$ cat config.mk
export PLATFORM = sky130hd
export DESIGN_NAME = rom_load_sched
export DESIGN_NICKNAME = d
export VERILOG_FILES = /design/src/rtl/rom_load_sched.sv
export SDC_FILE = /design/constraint.sdc
export NUM_CORES = 1
export LEC_CHECK = 0
export CORE_UTILIZATION = 61
export CTS_BUF_LIST = sky130_fd_sc_hd__clkbuf_8
export DETAILED_ROUTE_END_ITERATION = 10
export HOLD_SLACK_MARGIN = 0.02
export PLACE_DENSITY = 0.83
export SYNTH_ARGS = -nofsm -noshare
export SYNTH_HDL_FRONTEND = slang
export SYNTH_SLANG_ARGS = --single-unit
$ cat constraint.sdc
create_clock -name clk -period 5.9 [get_ports clk]
set_input_delay 1.475 -clock clk [delete_from_list [all_inputs] [get_ports clk]]
set_output_delay 1.475 -clock clk [all_outputs]
set_load 0.01 [all_outputs]
$ cat src/rtl/rom_load_sched.sv
// rom_load_sched
//   Packs a byte-wide ROM download stream into 16-bit words, decodes each word
//   address into one of four memory regions, buffers up to four words and
//   writes them one at a time through a request/acknowledge memory port.
//
// Ports
//   clk       system clock, rising edge
//   nreset    asynchronous active-low reset
//   dl_en     download session active (level)
//   dl_wr     byte write strobe, qualified by dl_en
//   dl_addr   byte address of dl_data
//   dl_data   download byte
//   dl_wait   backpressure to host (buffer holds three or more words)
//   mem_req   write request to shared memory port
//   mem_sel   target region index
//   mem_addr  word offset within the region
//   mem_data  word to write
//   mem_ack   one-cycle acknowledge of the current request
//   done      session complete, every word written
//   err       sticky buffer overflow flag
module rom_load_sched #(
    parameter int              AW      = 24,
    parameter logic [AW-1:0]   R1_BASE = 24'h080000,
    parameter logic [AW-1:0]   R2_BASE = 24'h100000,
    parameter logic [AW-1:0]   R3_BASE = 24'h200000
) (
    input  logic          clk,
    input  logic          nreset,
    input  logic          dl_en,
    input  logic          dl_wr,
    input  logic [AW-1:0] dl_addr,
    input  logic [7:0]    dl_data,
    output logic          dl_wait,
    output logic          mem_req,
    output logic [1:0]    mem_sel,
    output logic [AW-2:0] mem_addr,
    output logic [15:0]   mem_data,
    input  logic          mem_ack,
    output logic          done,
    output logic          err
);

    typedef enum logic [1:0] {
        ST_IDLE = 2'd0,
        ST_REQ  = 2'd1,
        ST_GAP  = 2'd2
    } port_state_t;

    // Filler for the half of a word the host never sent.
    localparam logic [7:0] FILL_BYTE = 8'hFF;

    // Region index of a byte address; the highest base that is not above it wins.
    function automatic logic [1:0] region_sel(input logic [AW-1:0] a);
        logic [1:0] s;
        if (a >= R3_BASE) begin
            s = 2'd3;
        end else if (a >= R2_BASE) begin
            s = 2'd2;
        end else if (a >= R1_BASE) begin
            s = 2'd1;
        end else begin
            s = 2'd0;
        end
        return s;
    endfunction

    // Word offset of a byte address inside its region; wrap is not checked.
    function automatic logic [AW-2:0] region_off(input logic [AW-1:0] a);
        logic [AW-1:0] base;
        logic [AW-1:0] diff;
        case (region_sel(a))
            2'd3:    base = R3_BASE;
            2'd2:    base = R2_BASE;
            2'd1:    base = R1_BASE;
            default: base = {AW{1'b0}};
        endcase
        diff = a - base;
        return diff[AW-1:1];
    endfunction

    // Download-side state
    logic          dl_en_d_r;
    logic          pend_vld_r;
    logic [AW-1:0] pend_addr_r;
    logic [7:0]    pend_data_r;

    // Word buffer
    logic [3:0][1:0]    fifo_sel_r;
    logic [3:0][AW-2:0] fifo_addr_r;
    logic [3:0][15:0]   fifo_data_r;
    logic [1:0]         wr_ptr_r;
    logic [1:0]         rd_ptr_r;
    logic [2:0]         count_r;

    // Port side and status
    port_state_t   state_r;
    logic          mem_req_r;
    logic [1:0]    mem_sel_r;
    logic [AW-2:0] mem_addr_r;
    logic [15:0]   mem_data_r;
    logic          dl_wait_r;
    logic          done_r;
    logic          err_r;

    // Combinational controls
    logic          rise_s;
    logic          pend_live_s;
    logic [AW-1:0] even_addr_s;
    logic          push_s;
    logic [AW-1:0] push_baddr_s;
    logic [15:0]   push_data_s;
    logic          pend_set_s;
    logic          pend_clr_s;
    logic          full_s;
    logic          push_ok_s;
    logic          ovf_s;
    logic          pop_s;
    logic [2:0]    count_nxt_s;

    assign rise_s      = dl_en & ~dl_en_d_r;
    // A session start discards any byte left from before.
    assign pend_live_s = pend_vld_r & ~rise_s;
    assign even_addr_s = {dl_addr[AW-1:1], 1'b0};

    // Byte packer: decides what, if anything, is pushed this cycle.
    always_comb begin
        push_s       = 1'b0;
        push_baddr_s = pend_addr_r;
        push_data_s  = {pend_data_r, FILL_BYTE};
        pend_set_s   = 1'b0;
        pend_clr_s   = 1'b0;
        if (!dl_en) begin
            // Session closed: flush a lone high byte.
            if (pend_vld_r) begin
                push_s     = 1'b1;
                pend_clr_s = 1'b1;
            end else begin
                push_s     = 1'b0;
            end
        end else if (dl_wr) begin
            if (!dl_addr[0]) begin
                // New high byte; an older pending byte goes out padded.
                pend_set_s = 1'b1;
                if (pend_live_s) begin
                    push_s = 1'b1;
                end else begin
                    push_s = 1'b0;
                end
            end else if (pend_live_s && (pend_addr_r == even_addr_s)) begin
                push_s      = 1'b1;
                push_data_s = {pend_data_r, dl_data};
                pend_clr_s  = 1'b1;
            end else begin
                // Orphan low byte; an unrelated pending byte is left in place.
                push_s       = 1'b1;
                push_baddr_s = even_addr_s;
                push_data_s  = {FILL_BYTE, dl_data};
            end
        end else begin
            push_s = 1'b0;
        end
    end

    assign full_s    = (count_r == 3'd4);
    assign push_ok_s = push_s & ~full_s;
    assign ovf_s     = push_s & full_s;
    assign pop_s     = (state_r == ST_REQ) & mem_ack;

    // Next buffer occupancy.
    always_comb begin
        count_nxt_s = count_r;
        case ({push_ok_s, pop_s})
            2'b10:   count_nxt_s = count_r + 3'd1;
            2'b01:   count_nxt_s = count_r - 3'd1;
            default: count_nxt_s = count_r;
        endcase
    end

    // Pending high byte and session-enable history.
    always_ff @(posedge clk or negedge nreset) begin
        if (!nreset) begin
            dl_en_d_r   <= 1'b0;
            pend_vld_r  <= 1'b0;
            pend_addr_r <= {AW{1'b0}};
            pend_data_r <= 8'h00;
        end else begin
            dl_en_d_r <= dl_en;
            if (pend_set_s) begin
                pend_vld_r  <= 1'b1;
                pend_addr_r <= dl_addr;
                pend_data_r <= dl_data;
            end else if (pend_clr_s || rise_s) begin
                pend_vld_r  <= 1'b0;
            end else begin
                pend_vld_r  <= pend_vld_r;
            end
        end
    end

    // Word buffer storage, pointers, occupancy and backpressure.
    always_ff @(posedge clk or negedge nreset) begin
        if (!nreset) begin
            fifo_sel_r  <= '0;
            fifo_addr_r <= '0;
            fifo_data_r <= '0;
            wr_ptr_r    <= 2'd0;
            rd_ptr_r    <= 2'd0;
            count_r     <= 3'd0;
            dl_wait_r   <= 1'b0;
        end else begin
            if (push_ok_s) begin
                fifo_sel_r[wr_ptr_r]  <= region_sel(push_baddr_s);
                fifo_addr_r[wr_ptr_r] <= region_off(push_baddr_s);
                fifo_data_r[wr_ptr_r] <= push_data_s;
                wr_ptr_r              <= wr_ptr_r + 2'd1;
            end
            if (pop_s) begin
                rd_ptr_r <= rd_ptr_r + 2'd1;
            end
            count_r   <= count_nxt_s;
            dl_wait_r <= (count_nxt_s >= 3'd3);
        end
    end

    // Status flags: sticky overflow and session-complete.
    always_ff @(posedge clk or negedge nreset) begin
        if (!nreset) begin
            err_r  <= 1'b0;
            done_r <= 1'b0;
        end else begin
            if (rise_s) begin
                err_r <= ovf_s;
            end else if (ovf_s) begin
                err_r <= 1'b1;
            end else begin
                err_r <= err_r;
            end
            if (rise_s) begin
                done_r <= 1'b0;
            end else if (!dl_en && !pend_vld_r && (count_r == 3'd0) && (state_r == ST_IDLE)) begin
                done_r <= 1'b1;
            end else begin
                done_r <= done_r;
            end
        end
    end

    // Memory port FSM; the head entry is held on the port until acknowledged.
    always_ff @(posedge clk or negedge nreset) begin
        if (!nreset) begin
            state_r    <= ST_IDLE;
            mem_req_r  <= 1'b0;
            mem_sel_r  <= 2'd0;
            mem_addr_r <= {(AW-1){1'b0}};
            mem_data_r <= 16'h0000;
        end else begin
            case (state_r)
                ST_IDLE: begin
                    if (count_r != 3'd0) begin
                        state_r    <= ST_REQ;
                        mem_req_r  <= 1'b1;
                        mem_sel_r  <= fifo_sel_r[rd_ptr_r];
                        mem_addr_r <= fifo_addr_r[rd_ptr_r];
                        mem_data_r <= fifo_data_r[rd_ptr_r];
                    end else begin
                        mem_req_r  <= 1'b0;
                    end
                end
                ST_REQ: begin
                    if (mem_ack) begin
                        state_r   <= ST_GAP;
                        mem_req_r <= 1'b0;
                    end else begin
                        mem_req_r <= 1'b1;
                    end
                end
                ST_GAP: begin
                    state_r   <= ST_IDLE;
                    mem_req_r <= 1'b0;
                end
                default: begin
                    state_r   <= ST_IDLE;
                    mem_req_r <= 1'b0;
                end
            endcase
        end
    end

    assign dl_wait  = dl_wait_r;
    assign mem_req  = mem_req_r;
    assign mem_sel  = mem_sel_r;
    assign mem_addr = mem_addr_r;
    assign mem_data = mem_data_r;
    assign done     = done_r;
    assign err      = err_r;

endmodule

==> flow_metrics.tcl <==
set metrics [dict create \
    status "finished, final reports clean" \
    synth_edf_count 0 \
    grt_pass1_vias 7450 \
    crit_path_cell_trace "clkdlybuf4s50_1 > xor2_1 > nor4_1 > and4_1 > a21oi_4 > nor3b_1 > a31oi_1 > nor2_1 > ha_1 > fa_1 > nand2_1 > mux2i_1 > mux2i_1 > o21ai_0" \
    wl_per_cell_um 18.2 \
    top_usage_layer "met2" \
    critPathKind "in -> reg" \
    rows 48 \
    grt_use_met3_pct 5.13 \
    tns_ps 0 \
    antenna_left 0 \
    skew_ps 14.1 \
    n_antenna_cell 0 \
    crit_slowest_cell "clkdlybuf4s50_1" \
    setup_viol 0 \
    power_w 0.00671 \
    cts_root_buf "clkbuf_8" \
    ys_ff_latch 252 \
    critical_path.max_stage_delay_ps 570 \
    yosysTopAreaCellShare_pct 57.9 \
    overflow 0 \
    startpoint_type "primary input" \
    p_sw_share_pct 31.6 \
    seq_power_share_pct 44.9 \
    crit_path_end "fifo_addr_r[22]$_DFFE_PN0P_" \
    grt_max_degree 103 \
    placed_area_mm2 0.0119 \
    synth_flop_cell "dfrtp_1" \
    worstHoldPathType "reg -> reg" \
    hold_viol 0 \
    reg2reg_depth 13 \
    clkPwrFrac_pct 22.3 \
    routed_via_density 5.84 \
    fmax_mhz 224 \
    slew_headroom_pct 21.3 \
    critPathLaunch "dl_addr[20]" \
    coreArea_mm2 0.0174 \
    cts-buffers-inserted 40 \
    die_area_mm2 0.0184 \
    rr_startpoint "pend_addr_r[20]$_DFFE_PN0P_" \
    grt_pass1_wl_um 37500 \
    final_area_mm2 0.0127 \
    hold_buffers 0 \
    cts_tree "yes" \
    cts_buffer_depth 3 \
    p_int_w 0.00459 \
    yosysTopAreaCell "dfrtp_1" \
    yosysUniqueCellTypes 37 \
    path_clk_slew_ps 60 \
    synthTopCellsByArea "dfrtp_1 58%, mux2_2 8.5%, mux4_2 8.5%" \
    synth_nets 947 \
    post-cts-setup-buffer-count 0 \
    synth-seq-area-share_pct 57.9 \
    ir_drop_v 0.000305 \
    powerDensity_mw_per_mm2 527 \
    end_kind "flop" \
    finalCritPeriodShare_pct 75.6 \
    p_leak_nw 5.82 \
    dp.cells 1165 \
    cts.sinks 252 \
    fin_nets 1028 \
    synthTopCellsByCount "252 x dfrtp_1, 167 x nand2_1, 162 x o21ai_0" \
    slew_viol_final 0 \
    crit_fanout 19 \
    antenna_found_initial 1 \
    yosysWarningCount 0 \
    die_h_um 136 \
    drc 0 \
    p_comb_share_pct 32.8 \
    rrSetupSlack_ps 2520 \
    initial_core_util_pct 62.8 \
    maxCapViolCount 0 \
    worstPathArrival_ps 4860 \
    drt_pass1_iterations 5 \
    cp_data_required_time_ps 6300 \
    area_growth_pct 16.8 \
    netlist_instances 901 \
    htreeDepth 2 \
    tightest_slew_ps 1180 \
    io_pins 82 \
    grt_util_met2_pct 41.5 \
    grt_usage_pct 26.4 \
    fin_crit_ps 4460 \
    vias 7210 \
    finalNonFillerCells 1235 \
    clk_latency_ps 530 \
    gp_congestion 0.811 \
    dp_hpwl_um 14500 \
    synth_area_mm2 0.0109 \
    wl_um 22500 \
    cpMostUsedCell "mux2i_1" \
    die_w_um 136 \
    grtUsageMet1_pct 37.9 \
    drive_above_1_share_pct 20.6 \
    cts_resized 0 \
    p_switching_w 0.00212 \
    rsz0062_at_grt "false" \
    fin_hold_ws_ps 477 \
    synthMostInstantiatedCell "dfrtp_1" \
    syn_area_per_cell_um2 12.1 \
    synthArstFlopShare_pct 100 \
    rr_endpoint "fifo_addr_r[22]$_DFFE_PN0P_" \
    drt_first_iter_violations 463 \
    portBuffers 81 \
]
cell families after synthesis:
logic type,after synthesis,synth area share (%)
adder cells (fa/ha/maj),9,1.17
flip-flops,252,57.9
multiplexers,151,19.5
XOR/XNOR,31,2.49
AO/OA/AOI/OAI,174,8.26
AND/OR/NAND/NOR,220,8.36
buffers and inverters,64,2.31
worst min-delay path by stage:
stage                                            from                           to  cells past startpoint
after global placement    fifo_addr_r[79]$_DFFE_PN0P_  fifo_addr_r[79]$_DFFE_PN0P_                      2
after CTS                 fifo_data_r[45]$_DFFE_PN0P_  fifo_data_r[45]$_DFFE_PN0P_                      2
after detailed placement  fifo_data_r[45]$_DFFE_PN0P_  fifo_data_r[45]$_DFFE_PN0P_                      2
after floorplan           fifo_addr_r[46]$_DFFE_PN0P_  fifo_addr_r[46]$_DFFE_PN0P_                      2
after global routing      fifo_addr_r[59]$_DFFE_PN0P_  fifo_addr_r[59]$_DFFE_PN0P_                      2
final                     fifo_addr_r[86]$_DFFE_PN0P_  fifo_addr_r[86]$_DFFE_PN0P_                      2
state kept, by name, indices dropped and copies added, names as in the netlist:
name,count
fifo_sel_r,8
fifo_data_r,64
done,1
state_r,2
mem_addr,23
count_r,3
mem_req,1
dl_wait,1
mem_sel,2
pend_addr_r,24
dl_en_d_r,1
rd_ptr_r,2
pend_data_r,8
mem_data,16
pend_vld_r,1
err,1
fifo_addr_r,92
wr_ptr_r,2
cell type report:
| type | instances | area, um2 |
|---|---|---|
| clock buffer | 56 | 771 |
| clock inverter | 14 | 61.3 |
| fill | 1170 | 4630 |
| inverter | 9 | 33.8 |
| multi-input combinational | 585 | 4350 |
| sequential | 252 | 6310 |
| tap | 225 | 282 |
| timing repair buffer | 94 | 913 |
layer usage:
layer / share of wire [%] / wire (um)
met5: 0 / 0
met2: 48 / 10800
met1: 44 / 9980
met4: 1.8 / 396
met3: 5.8 / 1310
critical path: cells and delay by family:
family	cells	cell delay, ps
fa+ha+maj	2	670
mux	2	320
xor+xnor	1	210
buf+inv	1	570
simple gates	5	620
compound gates	3	990
through the flow:
step	setup WS, ps	util [%]
after floorplan	2070	-
final	1440	73.3
after global placement	1060	68.5
after detailed placement	913	68.5
after global routing	1210	73.3
after CTS	1480	73.3
power groups by stage:
stage | Combinational (W) | Sequential [W] | Clock [W]
final | 0.00220 | 0.00301 | 0.00149
after global routing | 0.00244 | 0.00311 | 0.00160
after detailed placement | 0.00222 | 0.00304 | 0
after CTS | 0.00224 | 0.00301 | 0.00152
after floorplan | 0.00158 | 0.00287 | 0
after global placement | 0.00213 | 0.00300 | 0
placed cells by master, fill, tap and decap left out, drive strengths merged, types with 3 or more instances in the layout:
cell type and count:
nand2 167, nand3 6, mux4 41, mux2 82, a21oi 4, ha 7, clkbuf 56, xor2 7
nand4 4, nor2 25, nor4 3, inv 20, xnor2 24, o21ai 162, mux2i 28, nor3 4
clkinv 3, clkdlybuf4s50 80, dfrtp 252, buf 14
No activity file was read; power rests on OpenSTA's default activity.
